**src/rtl/fifo_burst_drain_ctrl.sv**
```systemverilog
`default_nettype none
// ============================================================================
// Module   : fifo_burst_drain_ctrl
// Brief    : Drains the async FIFO read side into DDR3 write command/data bursts.
// Revision : 1.0 - initial release
// ============================================================================
module fifo_burst_drain_ctrl #(
  parameter int A_SIZE    = 12,
  parameter int DATA_W    = 32,
  parameter int ADDR_W    = 28,
  parameter int BURST_LEN = 8,
  parameter int ADDR_STEP = 8,
  parameter int TIMEOUT   = 255
) (
  input  logic              i_clk,
  input  logic              i_rst,
  input  logic              i_enable,
  input  logic              i_flush,
  input  logic              i_addr_load,
  input  logic [ADDR_W-1:0] i_base_addr,
  input  logic              i_fifo_empty,
  input  logic [A_SIZE:0]   i_fifo_level,
  input  logic [DATA_W-1:0] i_fifo_data,
  output logic              o_fifo_rd_en,
  output logic              o_cmd_valid,
  input  logic              i_cmd_ready,
  output logic [ADDR_W-1:0] o_cmd_addr,
  output logic [7:0]        o_cmd_len,
  output logic              o_wr_valid,
  input  logic              i_wr_ready,
  output logic [DATA_W-1:0] o_wr_data,
  output logic              o_wr_last,
  output logic              o_busy,
  output logic [15:0]       o_burst_cnt
);

  localparam logic [1:0] c_st_idle = 2'd0;
  localparam logic [1:0] c_st_cmd  = 2'd1;
  localparam logic [1:0] c_st_data = 2'd2;

  localparam logic [A_SIZE:0]   c_burst_lvl = (A_SIZE+1)'(BURST_LEN);
  localparam logic [7:0]        c_burst_len = 8'(BURST_LEN);
  localparam logic [15:0]       c_timeout   = 16'(TIMEOUT);
  localparam logic [ADDR_W-1:0] c_addr_step = ADDR_W'(ADDR_STEP);

  logic [1:0]        r_state;
  logic [1:0]        w_next_state;
  logic [7:0]        r_len;
  logic [ADDR_W-1:0] r_addr;
  logic [15:0]       r_timer;
  logic [7:0]        r_rd_issued;
  logic              r_inflight;
  logic [1:0]        r_buf_cnt;
  logic [DATA_W-1:0] r_buf0;
  logic [DATA_W-1:0] r_buf1;
  logic [7:0]        r_beat_cnt;
  logic [15:0]       r_burst_cnt;

  logic              w_start_full;
  logic              w_has_words;
  logic              w_timeout;
  logic              w_start;
  logic [7:0]        w_start_len;
  logic              w_wr_valid;
  logic              w_pop;
  logic [2:0]        w_occ;
  logic              w_rd_en;
  logic              w_last_beat;
  logic              w_done;
  logic [ADDR_W-1:0] w_addr_inc;

  // A full burst wins over flush/timeout; a partial length always fits in 8 bits.
  assign w_start_full = (i_fifo_level >= c_burst_lvl);
  assign w_has_words  = (i_fifo_level != '0);
  assign w_timeout    = (r_timer == c_timeout);
  assign w_start      = i_enable & (w_start_full | (w_has_words & (i_flush | w_timeout)));
  assign w_start_len  = w_start_full ? c_burst_len : 8'(i_fifo_level);

  assign w_wr_valid  = (r_state == c_st_data) && (r_buf_cnt != 2'd0);
  assign w_pop       = w_wr_valid & i_wr_ready;
  assign w_last_beat = ((r_beat_cnt + 8'd1) == r_len);
  assign w_done      = w_pop & w_last_beat;

  // Words held or arriving after this cycle; never allowed to exceed the two buffer slots.
  assign w_occ   = {1'b0, r_buf_cnt} + {2'b00, r_inflight} - {2'b00, w_pop};
  assign w_rd_en = (r_state != c_st_idle) & ~i_fifo_empty &
                   (r_rd_issued < r_len) & (w_occ < 3'd2);

  assign w_addr_inc = ADDR_W'(r_len) * c_addr_step;

  always_ff @(posedge i_clk) begin
    if (i_rst) begin
      r_state <= c_st_idle;
    end else begin
      r_state <= w_next_state;
    end
  end

  always_comb begin
    w_next_state = r_state;
    case (r_state)
      c_st_idle: if (w_start)     w_next_state = c_st_cmd;
      c_st_cmd:  if (i_cmd_ready) w_next_state = c_st_data;
      c_st_data: if (w_done)      w_next_state = c_st_idle;
      default:                    w_next_state = c_st_idle;
    endcase
  end

  always_comb begin
    o_cmd_valid  = (r_state == c_st_cmd);
    o_busy       = (r_state != c_st_idle);
    o_wr_valid   = w_wr_valid;
    o_wr_last    = w_wr_valid & w_last_beat;
    o_fifo_rd_en = w_rd_en;
  end

  assign o_cmd_addr  = r_addr;
  assign o_cmd_len   = r_len;
  assign o_wr_data   = r_buf0;
  assign o_burst_cnt = r_burst_cnt;

  always_ff @(posedge i_clk) begin
    if (i_rst) begin
      r_timer <= 16'd0;
    end else if ((r_state == c_st_idle) && !w_start && i_enable && w_has_words && !w_start_full) begin
      r_timer <= r_timer + 16'd1;
    end else begin
      r_timer <= 16'd0;
    end
  end

  always_ff @(posedge i_clk) begin
    if (i_rst) begin
      r_len       <= 8'd0;
      r_rd_issued <= 8'd0;
      r_inflight  <= 1'b0;
      r_beat_cnt  <= 8'd0;
    end else begin
      if ((r_state == c_st_idle) && w_start) begin
        r_len       <= w_start_len;
        r_rd_issued <= 8'd0;
        r_beat_cnt  <= 8'd0;
      end else begin
        if (w_rd_en) r_rd_issued <= r_rd_issued + 8'd1;
        if (w_pop)   r_beat_cnt  <= r_beat_cnt + 8'd1;
      end
      r_inflight <= w_rd_en;
    end
  end

  // Two-slot output buffer: r_buf0 is always the head presented on o_wr_data.
  always_ff @(posedge i_clk) begin
    if (i_rst) begin
      r_buf_cnt <= 2'd0;
      r_buf0    <= '0;
      r_buf1    <= '0;
    end else begin
      case ({r_inflight, w_pop})
        2'b10: begin
          if (r_buf_cnt == 2'd0) r_buf0 <= i_fifo_data;
          else                   r_buf1 <= i_fifo_data;
          r_buf_cnt <= r_buf_cnt + 2'd1;
        end
        2'b01: begin
          r_buf0    <= r_buf1;
          r_buf_cnt <= r_buf_cnt - 2'd1;
        end
        2'b11: begin
          if (r_buf_cnt == 2'd1) begin
            r_buf0 <= i_fifo_data;
          end else begin
            r_buf0 <= r_buf1;
            r_buf1 <= i_fifo_data;
          end
        end
        default: ;
      endcase
    end
  end

  always_ff @(posedge i_clk) begin
    if (i_rst) begin
      r_addr      <= '0;
      r_burst_cnt <= 16'd0;
    end else begin
      if ((r_state == c_st_idle) && i_addr_load) begin
        r_addr <= i_base_addr;
      end else if (w_done) begin
        r_addr <= r_addr + w_addr_inc;
      end
      if (w_done) r_burst_cnt <= r_burst_cnt + 16'd1;
    end
  end

endmodule
`default_nettype wire

```
**config.mk**
```make
export PLATFORM = sky130hd
export DESIGN_NAME = fifo_burst_drain_ctrl
export DESIGN_NICKNAME = d
export VERILOG_FILES = /design/src/rtl/fifo_burst_drain_ctrl.sv
export SDC_FILE = /design/constraint.sdc
export NUM_CORES = 1
export LEC_CHECK = 0
export BUFFER_PORTS_ARGS = -buffer_cell sky130_fd_sc_hd__buf_4
export CAP_MARGIN = 20
export CORE_MARGIN = 4
export CORE_UTILIZATION = 35
export DETAILED_ROUTE_END_ITERATION = 8
export PLACE_DENSITY = 0.6
export SLEW_MARGIN = 30
export SYNTH_ARGS = -nofsm -noshare
export SYNTH_HDL_FRONTEND = slang
export SYNTH_SLANG_ARGS = --single-unit
```
**constraint.sdc**
```tcl
create_clock -name i_clk -period 4.25 [get_ports i_clk]
set_input_delay 0.6375 -clock i_clk [delete_from_list [all_inputs] [get_ports i_clk]]
set_output_delay 0.6375 -clock i_clk [all_outputs]
set_load 0.05 [all_outputs]
```
==> impl_results.md, run 1 <==
* Max incr delay on CP at 0.39 ns
* Final-report max-slew violation count at 0
* Final Hold Fails at 0
* Final nets at roughly 1200
* PD cells at approximately 370 nW/µm²
* Via count at between 6000 and 7000
* Critical Path End Type: output pin
* Initial DRC Count at 339
* Initial Util at 0.3570
* Largest net degree at the start of global routing at 93
* IO Pins at between 150 and 200
* Status: finished, final reports clean
* Die area at 23990 µm²
* Slew HR at 0.3722
* Post-DRT Antenna Nets at 0
* Worst min-delay path class: in2reg
* Total CTS buffers at 17
* # diodes at 0
* Actual slew at the worst max-slew pin at around 0.94 ns
* Insertion delay to the later sink of the worst-skew pair at between 0.4 and 0.5 ns
* Root Driver: clkbuf_16
* Initial antenna violation count at 0
* Yosys reg bits at around 150
* Final Cell Area at 9632 µm²
* Fillers at 2089
* Util after Layout at 0.4553
* Post-synthesis sequential area ratio at 0.4056
* RSZ-0062 raised after global routing: no
* WP data required at 3.61 ns
* Slowest cell on crit path: ha_1
* Clock Path Buffers at 2
* Post-route setup TNS at 0 ns
* Max-Cap Viols at 0
* GR Overflow Total at 0
* Final Skew at ~0.017 ns
* Placed Cells at 1314
* Die Span Y at about 150 µm
* Core box area at between 20000 and 25000 µm²
* Detailed Route WL at between 20 and 25 mm
* DP HPWL at between 10 and 15 mm
* Max H-tree Level at 4
* Cell Area, Synth at 7551 µm²
* Min cycle time layout at 3.955 ns
* Fin crit share at 0.9307
* Routability cong. at about 0.80
* Syn nets at around 1000
* Share of layout cells above drive strength 1 at 0.2157
* Startpoint types: register
* CTS sink cnt at about 150
* YS warnings at 0
* Crit Path Class: reg2out
* Vias in the first global route at 6322
* Worst hold slack at 0.4249 ns
* Hold_buf cts at 0
* Non-filler cells, final at about 1300
* Critical path, cell by cell: inv_1 -> ha_1 -> nor3b_2 -> nand2_2 -> clkinv_1 -> ha_1 -> nor2_1 -> fa_1 -> xnor2_1 -> a31oi_1 -> nand3_1 -> inv_1 -> o21ai_2 -> inv_1 -> buf_4
* Number of distinct library cells after synthesis at between 60 and 70
* Post-synth EDFFs at 0
* IR Drop Worst-Case VDD at roughly 0.00025 V
* Dpl cell area at about 9000 µm²
* First-pass GRT wire length at about 33 mm
* Vias per cell at a little over 5
* CP Max Fanout at 12
* Ys flop type: dfxtp_1
* Post-Synthesis Cells at just over 900
* Area Overhead vs Synth at 27.56%
* # port buffers at 169
* Total track usage at 0.1693
* Rows at 53
* Avg Inst Size Synth at between 8 and 9 µm²
* Die X at 154.9 µm
* Cell mode on critical path: inv_1
* Worst Path Arrival at around 3.3 ns
* CTS tree: yes
* Maximum clock rate at ~250 MHz
* Clk slew on worst S/H paths at ~0.070 ns
* Wirelength per Cell at around 16 µm
* Synth async-reset ratio at 0
* Drt pass-1 iters at 5
* Lkg Pwr at 3.774 nW
* Drc violations at 0
* Endpoints failing setup at 0
## per-layer routing
| layer | share of wire | routed length (µm) | up-vias | global-route usage |
|---|---|---|---|---|
| met5 | 0 | 0 | - | 0 |
| met2 | 0.47 | 10040 | 175 | 0.2773 |
| met3 | 0.054 | 1134 | 16 | 0.04172 |
| met4 | 0.014 | 306 | 0 | 0.03911 |
| met1 | 0.46 | 9691 | 3240 | 0.2262 |
| li1 | - | - | 3542 | - |
## path summary, 6_finish.rpt
check,from,end,slack [ns],depth (start not counted)
max,r_buf_cnt[1]$_SDFFE_PP0P_,o_fifo_rd_en,0.29,15
min,i_fifo_level[2],o_cmd_len[2]$_SDFFE_PP0P_,0.42,3
max reg2reg,r_buf_cnt[1]$_SDFFE_PP0P_,r_rd_issued[7]$_SDFFE_PP0P_,0.90,15
min reg2reg,r_buf1[29]$_SDFFE_PP0P_,r_buf1[29]$_SDFFE_PP0P_,0.45,2
## layout make-up
class                   instances  area (µm²)  share of cell area
repair buffers                178        1340              0.1391
multi-input cells             678        4175              0.4335
inverters                      30       112.6             0.01169
clock inverters                15       171.4             0.01780
flip-flops and latches        153        3063              0.3180
clock buffers                  17       425.4             0.04417
well taps                     275       344.1             0.03572
## layout by cell type, fill, tap and decap left out, types with 17 or more instances in the layout
cell type and n:
a22oi_1 33, a211oi_1 41, xnor2_1 25, nand3_1 31, buf_4 177, nor2_1 111, xor2_1 21, a21oi_1 51
nor3_1 18, dfxtp_1 153, ha_1 25, clkbuf_16 17, nand2_1 130, inv_1 29
## where the power goes
part	internal [W]	leakage, nW	total (W)	switching [W]
logic	0.000166	2.25	0.000455	0.000289
clock network	0.000843	0.285	0.00154	0.000700
registers	0.00148	1.24	0.00152	0.0000439
## cells in the mapped netlist (3+ instances only)
cell / n / share of area
buf_2: 4 / 0.0027
nor2_1: 111 / 0.055
nand4_1: 15 / 0.012
and3_1: 16 / 0.013
a21oi_1: 53 / 0.035
o21ai_1: 3 / 0.0020
o21bai_1: 4 / 0.0040
mux2_1: 4 / 0.0060
a311oi_1: 9 / 0.010
a31o_2: 3 / 0.0035
clkbuf_1: 45 / 0.022
xnor2_1: 25 / 0.029
nor4b_1: 3 / 0.0035
and2_1: 7 / 0.0058
inv_1: 29 / 0.014
o211ai_1: 4 / 0.0040
o21ai_0: 13 / 0.0086
dfxtp_1: 153 / 0.41
nor3_1: 18 / 0.012
nor2b_1: 8 / 0.0066
nand2_1: 130 / 0.065
ha_1: 25 / 0.041
and4_1: 9 / 0.010
a22oi_1: 33 / 0.033
mux2i_1: 6 / 0.0080
a211o_1: 4 / 0.0046
nand2b_1: 6 / 0.0050
a31oi_1: 5 / 0.0041
o21a_1: 7 / 0.0070
xor2_1: 21 / 0.024
nor4_1: 13 / 0.011
nand3_1: 31 / 0.021
nor3_2: 3 / 0.0040
a21o_1: 7 / 0.0070
or3_1: 5 / 0.0041
a211oi_1: 41 / 0.041
## state kept, by name, summed over array words and instances, names as in the netlist, 2 cells and up
register and cells:
r_beat_cnt 8, r_state 2, r_buf_cnt 2, o_cmd_len 8, o_burst_cnt 16, o_wr_data 32
r_timer 16, r_buf1 32, r_rd_issued 8, o_cmd_addr 28
## logic make-up after synthesis
family,synth area share
and+or+nand+nor,0.2514
AOI/OAI and AO/OA,0.1831
DFF,0.4056
buffers and inverters,0.04441
xor gates and xnor gates,0.05336
adders and majority gates,0.04673
muxes,0.01541
## stage by stage
| step | setup WS [ns] | total power [W] |
|---|---|---|
| 2_1_floorplan | 0.03975 | 0.001834 |
| 3_3_place_gp | 0.6287 | 0.002007 |
| 3_5_place_dp | 0.5440 | 0.002010 |
| 4_1_cts | 0.06209 | 0.003563 |
| 5_1_grt | 0.0009410 | 0.003665 |
| 6_report | 0.2947 | 0.003518 |
## what timing repair did
action,in CTS,in global routing
resized for setup,0,1
buffers inserted,0,0
hold endpoints to repair,0,0
setup endpoints to repair,0,1
## worst max-delay path, delay by kind of cell, from the launching register on
| kind | cells | cell delay (ns) |
|---|---|---|
| buf+inv | 5 | 0.82 |
| simple gates | 4 | 0.32 |
| flops | 1 | 0.32 |
| compound gates | 2 | 0.29 |
| fa+ha+maj | 3 | 1.00 |
| xor+xnor | 1 | 0.14 |
Power figures use the tool's default switching activity.
==> run 2: changes to the inputs <==
- CORE_UTILIZATION: 35 -> 45
- PLACE_DENSITY: 0.6 -> 0.72
==> impl_results.md, run 2 (synthesis results as in run 1) <==
* Status: finished, final reports clean
* GR Overflow Total at 0 (unchanged)
* # port buffers at 169 (unchanged)
* Sw frac at 0.2777 (-0.01592)
* Detailed Route WL at 20.31 mm (-4.1%)
* Routability cong. at 0.8151 (+2.4%)
* Combinational Power Share at 0.129 (about the same)
* Vias in the first global route at 6699 (+6.0%)
* Core box area at 16520 µm² (-22%)
* Drt pass-1 iters at 7 (+2)
* Die Span Y at 137.5 µm (-11%)
* First-pass GRT wire length at 32.30 mm (-2.6%)
* Crit Path Class: reg2out
* Max incr delay on CP at 0.39 ns (about the same)
* Critical path depth at 15 (unchanged)
* Post-DRT Antenna Nets at 0 (unchanged)
* Hold_buf cts at 0 (unchanged)
* Final Skew at 0.009306 ns (-0.008186 ns)
* Sw power at 0.0009766 W (-5.5%)
* Initial Util at 0.4570 (+0.1000)
* PD cells at 367.7 nW/µm² (+0.68%)
* Maximum clock rate at 255.2 MHz (+0.93%)
* CP delay by family, top: adder cells
* # diodes at 0 (unchanged)
* Critical Path End Type: output pin
* Vias per cell at 5.430 (+4.8%)
* Critical path, cell by cell: inv_1 -> ha_1 -> nor3b_2 -> nand2_2 -> clkinv_1 -> ha_1 -> nor2_1 -> fa_1 -> xnor2_1 -> a31oi_1 -> nand3_1 -> inv_1 -> o21ai_2 -> inv_1 -> buf_4
* Share of layout cells above drive strength 1 at 0.2157 (unchanged)
* Fillers at 1516 (-27%)
* IR Drop Worst-Case VDD at 0.0002863 V (+14%)
* Non-filler cells, final at 1291 (-4.1%)
* Min cycle time layout at 3.919 ns (-0.03646 ns)
* Initial antenna violation count at 0 (unchanged)
* Final nets at 1166 (unchanged)
* Clock Path Buffers at 2 (unchanged)
* Root Driver: clkbuf_16
* Pint at 0.002540 W (+2.2%)
* Slowest cell on crit path: ha_1
* Dpl cell area at 8959 µm² (-0.76%)
* Total track usage at 0.2123 (+0.04298)
* Hold Path Stages at 3 (unchanged)
* Cell mode on critical path: inv_1
* Rows at 47 (-11%)
* Max H-tree Level at 4 (unchanged)
* Fin crit share at 0.9221 (-0.008580)
* Sequential share of power at 0.432 (about the same)
* Clk slew on worst S/H paths at 0.06 ns (about the same)
* Endpoints failing setup at 0 (unchanged)
* WP data required at 3.61 ns (about the same)
* Max-Cap Viols at 0 (unchanged)
* Via count at 7010 (+0.53%)
* CP Max Fanout at 12 (unchanged)
* Lkg Pwr at 3.783 nW (+0.25%)
* Placed Cells at 1259 (-4.2%)
* CTS sink cnt at 153 (unchanged)
* Reg2reg path depth at 15 (unchanged)
* Final Hold Fails at 0 (unchanged)
* CTS tree: yes
* Die area at 18920 µm² (-21%)
* DP HPWL at 13.87 mm (-6.0%)
* Clock power share at 0.439 (about the same)
* Post-route setup TNS at 0 ns (unchanged)
* Insertion delay to the later sink of the worst-skew pair at 0.43 ns (about the same)
* Wirelength per Cell at 15.73 µm (about the same)
* Final Cell Area at 9563 µm² (-0.71%)
* Worst Path Arrival at 3.28 ns (-0.04 ns)
* RSZ-0062 raised after global routing: no
* CP bufs+invs at 5 (unchanged)
* Commonest non-fill, non-tap cell in the layout: buf_4
* Final-report max-slew violation count at 0 (unchanged)
* Largest net degree at the start of global routing at 87 (-6.5%)
* Total CTS buffers at 17 (unchanged)
* Actual slew at the worst max-slew pin at 0.9451 ns (+0.003333 ns)
* Worst min-delay path class: in2reg
* Die X at 137.5 µm (-11%)
* IO Pins at 170 (unchanged)
* Area Overhead vs Synth at 26.64%
* Initial DRC Count at 451 (+33%)
* Slew HR at 0.3699 (-0.002222)
* Most frequent cells in the layout: buf_4, dfxtp_1, nand2_1
* Drc violations at 0 (unchanged)
* Startpoint types: register
run 2: routing by layer:
layer / vias up / global-route usage / share of wire
li1: 3552 / - / -
met1: 3252 / 0.2719 / 0.44
met2: 190 / 0.3595 / 0.48
met3: 16 / 0.04310 / 0.062
met4: 0 / 0.06541 / 0.0098
met5: - / 0 / 0
run 2: power by group through the flow:
stage                     sequential (W)  combinational [W]  clock, W
after detailed placement         0.00155           0.000453         0
after global routing             0.00153           0.000488   0.00164
after global placement           0.00155           0.000449         0
final                            0.00152           0.000454   0.00154
after CTS                        0.00152           0.000454   0.00157
after floorplan                  0.00167           0.000168         0
run 2: path summary, 6_finish.rpt:
check / start / to / slack [ns]
min reg2reg: r_buf1[29]$_SDFFE_PP0P_ / r_buf1[29]$_SDFFE_PP0P_ / 0.45
max: r_buf_cnt[1]$_SDFFE_PP0P_ / o_fifo_rd_en / 0.33
min: i_fifo_level[1] / o_cmd_len[1]$_SDFFE_PP0P_ / 0.43
max reg2reg: r_buf_cnt[1]$_SDFFE_PP0P_ / r_rd_issued[7]$_SDFFE_PP0P_ / 0.90
run 2: cell type report:
| class | instances | area, µm² | area share |
|---|---|---|---|
| clock inverter | 14 | 161.4 | 0.01688 |
| timing repair buffer | 178 | 1336 | 0.1397 |
| multi-input combinational | 678 | 4175 | 0.4366 |
| sequential | 153 | 3063 | 0.3203 |
| clock buffer | 18 | 439.2 | 0.04592 |
| tap | 220 | 275.3 | 0.02878 |
| inverter | 30 | 112.6 | 0.01178 |
run 2: through the flow:
step	utilization	total power [W]	setup slack, ns	hold WS (ns)
2_1_floorplan	-	0.001834	0.03975	0.4300
3_3_place_gp	0.5421	0.001999	0.6516	0.4407
3_5_place_dp	0.5421	0.002004	0.5825	0.4462
4_1_cts	0.5785	0.003542	0.1157	0.4111
5_1_grt	0.5787	0.003649	0.03527	0.4187
6_report	0.5787	0.003516	0.3311	0.4292
run 2: timing repair:
action	4_1_cts	5_1_grt
buffers inserted	0	0
setup endpoints to repair	0	1
resized for setup	0	1
run 2: worst register-to-register path, delay by kind of cell (launching register included):
kind	cells	cell delay, ns
DFF	1	0.32
AOI/OAI and AO/OA	3	0.44
buffers and inverters	3	0.50
and+or+nand+nor	5	0.88
adders and majority gates	3	1.00
xor gates and xnor gates	1	0.13
==> run 3: changes to the inputs <==
- CORE_UTILIZATION: 45 -> 40
- PLACE_DENSITY: 0.72 -> 0.73
==> impl_results.md, run 3 (synthesis results as in run 1) <==
* CTS sink cnt at 153 (unchanged)
* Area Overhead vs Synth at 26.31%
* Routability cong. at 0.8237 (+1.1%)
* RSZ-0062 raised after global routing: no
* Final nets at 1167 (+0.086%)
* Drt pass-1 iters at 5 (-2)
* Slew HR at 0.3712 (+0.001252)
* Share of layout cells above drive strength 1 at 0.2183 (+0.002597)
* PD cells at 353.7 nW/µm² (-3.8%)
* Hold Path Stages at 3 (unchanged)
* Core box area at 18270 µm² (+11%)
* CP Max Fanout at 12 (unchanged)
* Total track usage at 0.1873 (-0.02502)
* Status: finished, final reports clean
* Critical Path End Type: output pin
* Worst R2R Start: r_buf_cnt[0]$_SDFFE_PP0P_
* GR Overflow Total at 0 (unchanged)
* Hold endpoint: o_cmd_len[2]$_SDFFE_PP0P_
* Root Driver: clkbuf_16
* Most frequent cells in the layout: buf_4, dfxtp_1, nand2_1
* Vias per cell at 5.389 (-0.75%)
* Wirelength per Cell at 15.55 µm (-1.1%)
* Lkg Pwr at 3.757 nW (-0.70%)
* Fillers at 1745 (+15%)
* R2R Setup Slk at 0.90 ns (about the same)
* Initial antenna violation count at 0 (unchanged)
* Clock power share at 0.414 (-0.025)
* Sequential share of power at 0.451 (+0.019)
* Pint at 0.002402 W (-5.4%)
* Max H-tree Level at 4 (unchanged)
* Worst Path Arrival at 3.31 ns (+0.03 ns)
* Via count at 7011 (+0.014%)
* CTS tree: yes
* Post-DRT Antenna Nets at 0 (unchanged)
* Clk slew on worst S/H paths at 0.06 ns (about the same)
* Reg2reg path depth at 14 (-1)
* Min cycle time layout at 3.945 ns (+0.02585 ns)
* Worst min-delay path class: in2reg
* Sw frac at 0.2881 (+0.01040)
* Slowest cell on crit path: fa_1
* Die area at 21140 µm² (+12%)
* Combinational Power Share at 0.135 (+0.006)
* Worst hold slack at 0.4305 ns (+0.001349 ns)
* Reg2Reg Capture Point: r_rd_issued[7]$_SDFFE_PP0P_
* Final Cell Area at 9538 µm² (-0.26%)
* Cell mode on critical path: inv_1
* Detailed Route WL at 20.24 mm (-0.37%)
* IR Drop Worst-Case VDD at 0.0002709 V (-5.4%)
* Crit Path Class: reg2out
* Vias in the first global route at 6590 (-1.6%)
* Maximum clock rate at 253.5 MHz (-0.66%)
* Clock Path Buffers at 2 (unchanged)
* First-pass GRT wire length at 33.48 mm (+3.7%)
* Rows at 49 (+4.3%)
* Post-route setup TNS at 0 ns (unchanged)
* WP data required at 3.61 ns (about the same)
* Commonest non-fill, non-tap cell in the layout: buf_4
* Dpl cell area at 8977 µm² (+0.21%)
* Max-Cap Viols at 0 (unchanged)
* Fin crit share at 0.9282 (+0.006084)
* Post-CTS setup repair buffer count at 0 (unchanged)
* Actual slew at the worst max-slew pin at 0.9409 ns (-0.004157 ns)
* Final Hold Fails at 0 (unchanged)
* Total CTS buffers at 17 (unchanged)
* Initial Util at 0.4133 (-0.04366)
* Endpoints failing setup at 0 (unchanged)
* Non-filler cells, final at 1301 (+0.77%)
* Critical path, cell by cell: inv_1 -> ha_1 -> nor3b_4 -> nand2_2 -> clkinvlp_4 -> ha_1 -> nor2_1 -> fa_1 -> nor3_1 -> nand3_1 -> inv_1 -> o21ai_2 -> inv_1 -> buf_4
* Drc violations at 0 (unchanged)
* Startpoint types: register
* Final-report max-slew violation count at 0 (unchanged)
* Final Skew at 0.01027 ns (+0.0009604 ns)
* Sw power at 0.0009722 W (-0.45%)
* Placed Cells at 1269 (+0.79%)
* Largest net degree at the start of global routing at 93 (+6.9%)
* # diodes at 0 (unchanged)
* Initial DRC Count at 394 (-13%)
* DP HPWL at 14.35 mm (+3.4%)
* # port buffers at 169 (unchanged)
* Max incr delay on CP at 0.43 ns (+0.04 ns)
* IO Pins at 170 (unchanged)
* Hold_sp: i_fifo_level[2]
* Die Span Y at 145.4 µm (+5.7%)
* Insertion delay to the later sink of the worst-skew pair at 0.42 ns (about the same)
* Die X at 145.4 µm (+5.7%)
-- run 3: cell count changes in the layout (fill, tap and decap cells not counted), sizes merged --
cell	before	now
clkinvlp	1	4
bufinv	2	0
buf	178	179
clkbuf	18	17
-- run 3: stage by stage --
stage | setup WS [ns] | utilization | power [W]
after floorplan | 0.03975 | - | 0.001834
after global placement | 0.6391 | 0.4914 | 0.002003
after detailed placement | 0.5649 | 0.4914 | 0.002007
after CTS | 0.06901 | 0.5210 | 0.003406
after global routing | 0.01693 | 0.5221 | 0.003517
final | 0.3053 | 0.5221 | 0.003374
-- run 3: cell type report --
type | instances | area [µm²] | share of cell area
Inverter | 30 | 116.4 | 0.01220
Clock inverter | 15 | 116.4 | 0.01220
Sequential cell | 153 | 3063 | 0.3211
Tap cell | 229 | 286.5 | 0.03004
Timing Repair Buffer | 179 | 1348 | 0.1413
Multi-Input combinational cell | 678 | 4183 | 0.4385
Clock buffer | 17 | 425.4 | 0.04460
-- run 3: per-layer routing --
layer | part of all wire | up-vias | global-route usage | wire, µm
met1 | 0.44 | 3264 | 0.2405 | 8959
li1 | - | 3551 | - | -
met2 | 0.48 | 171 | 0.3157 | 9808
met4 | 0.017 | 0 | 0.05366 | 344
met3 | 0.056 | 25 | 0.04391 | 1124
met5 | 0 | - | 0 | 0
-- run 3: timing repair --
action | CTS | global route
resized for setup | 0 | 3
endpoints found under the setup margin | 0 | 1
hold buffers | 0 | 0
-- run 3: how the worst max path moves through the flow --
stage / from / end / cells past startpoint
2_1_floorplan: r_buf_cnt[1]$_SDFFE_PP0P_ / o_fifo_rd_en / 14
3_3_place_gp: i_wr_ready / o_fifo_rd_en / 13
3_5_place_dp: r_buf_cnt[1]$_SDFFE_PP0P_ / o_fifo_rd_en / 15
4_1_cts: r_buf_cnt[1]$_SDFFE_PP0P_ / o_fifo_rd_en / 15
5_1_grt: r_buf_cnt[1]$_SDFFE_PP0P_ / o_fifo_rd_en / 14
6_report: r_buf_cnt[0]$_SDFFE_PP0P_ / o_fifo_rd_en / 14
-- run 3: power groups by stage --
stage,registers (W),logic (W),clock network (W)
after floorplan,0.00167,0.000168,0
after global placement,0.00155,0.000452,0
after detailed placement,0.00155,0.000455,0
after CTS,0.00152,0.000457,0.00143
after global routing,0.00153,0.000489,0.00150
final,0.00152,0.000455,0.00140
-- run 3: critical path: cells and delay by family, from the launching register on --
kind / cells / cell delay (ns)
and+or+nand+nor: 5 / 0.74
DFF: 1 / 0.37
adders and majority gates: 3 / 0.95
buffers and inverters: 5 / 0.68
AOI/OAI and AO/OA: 1 / 0.16
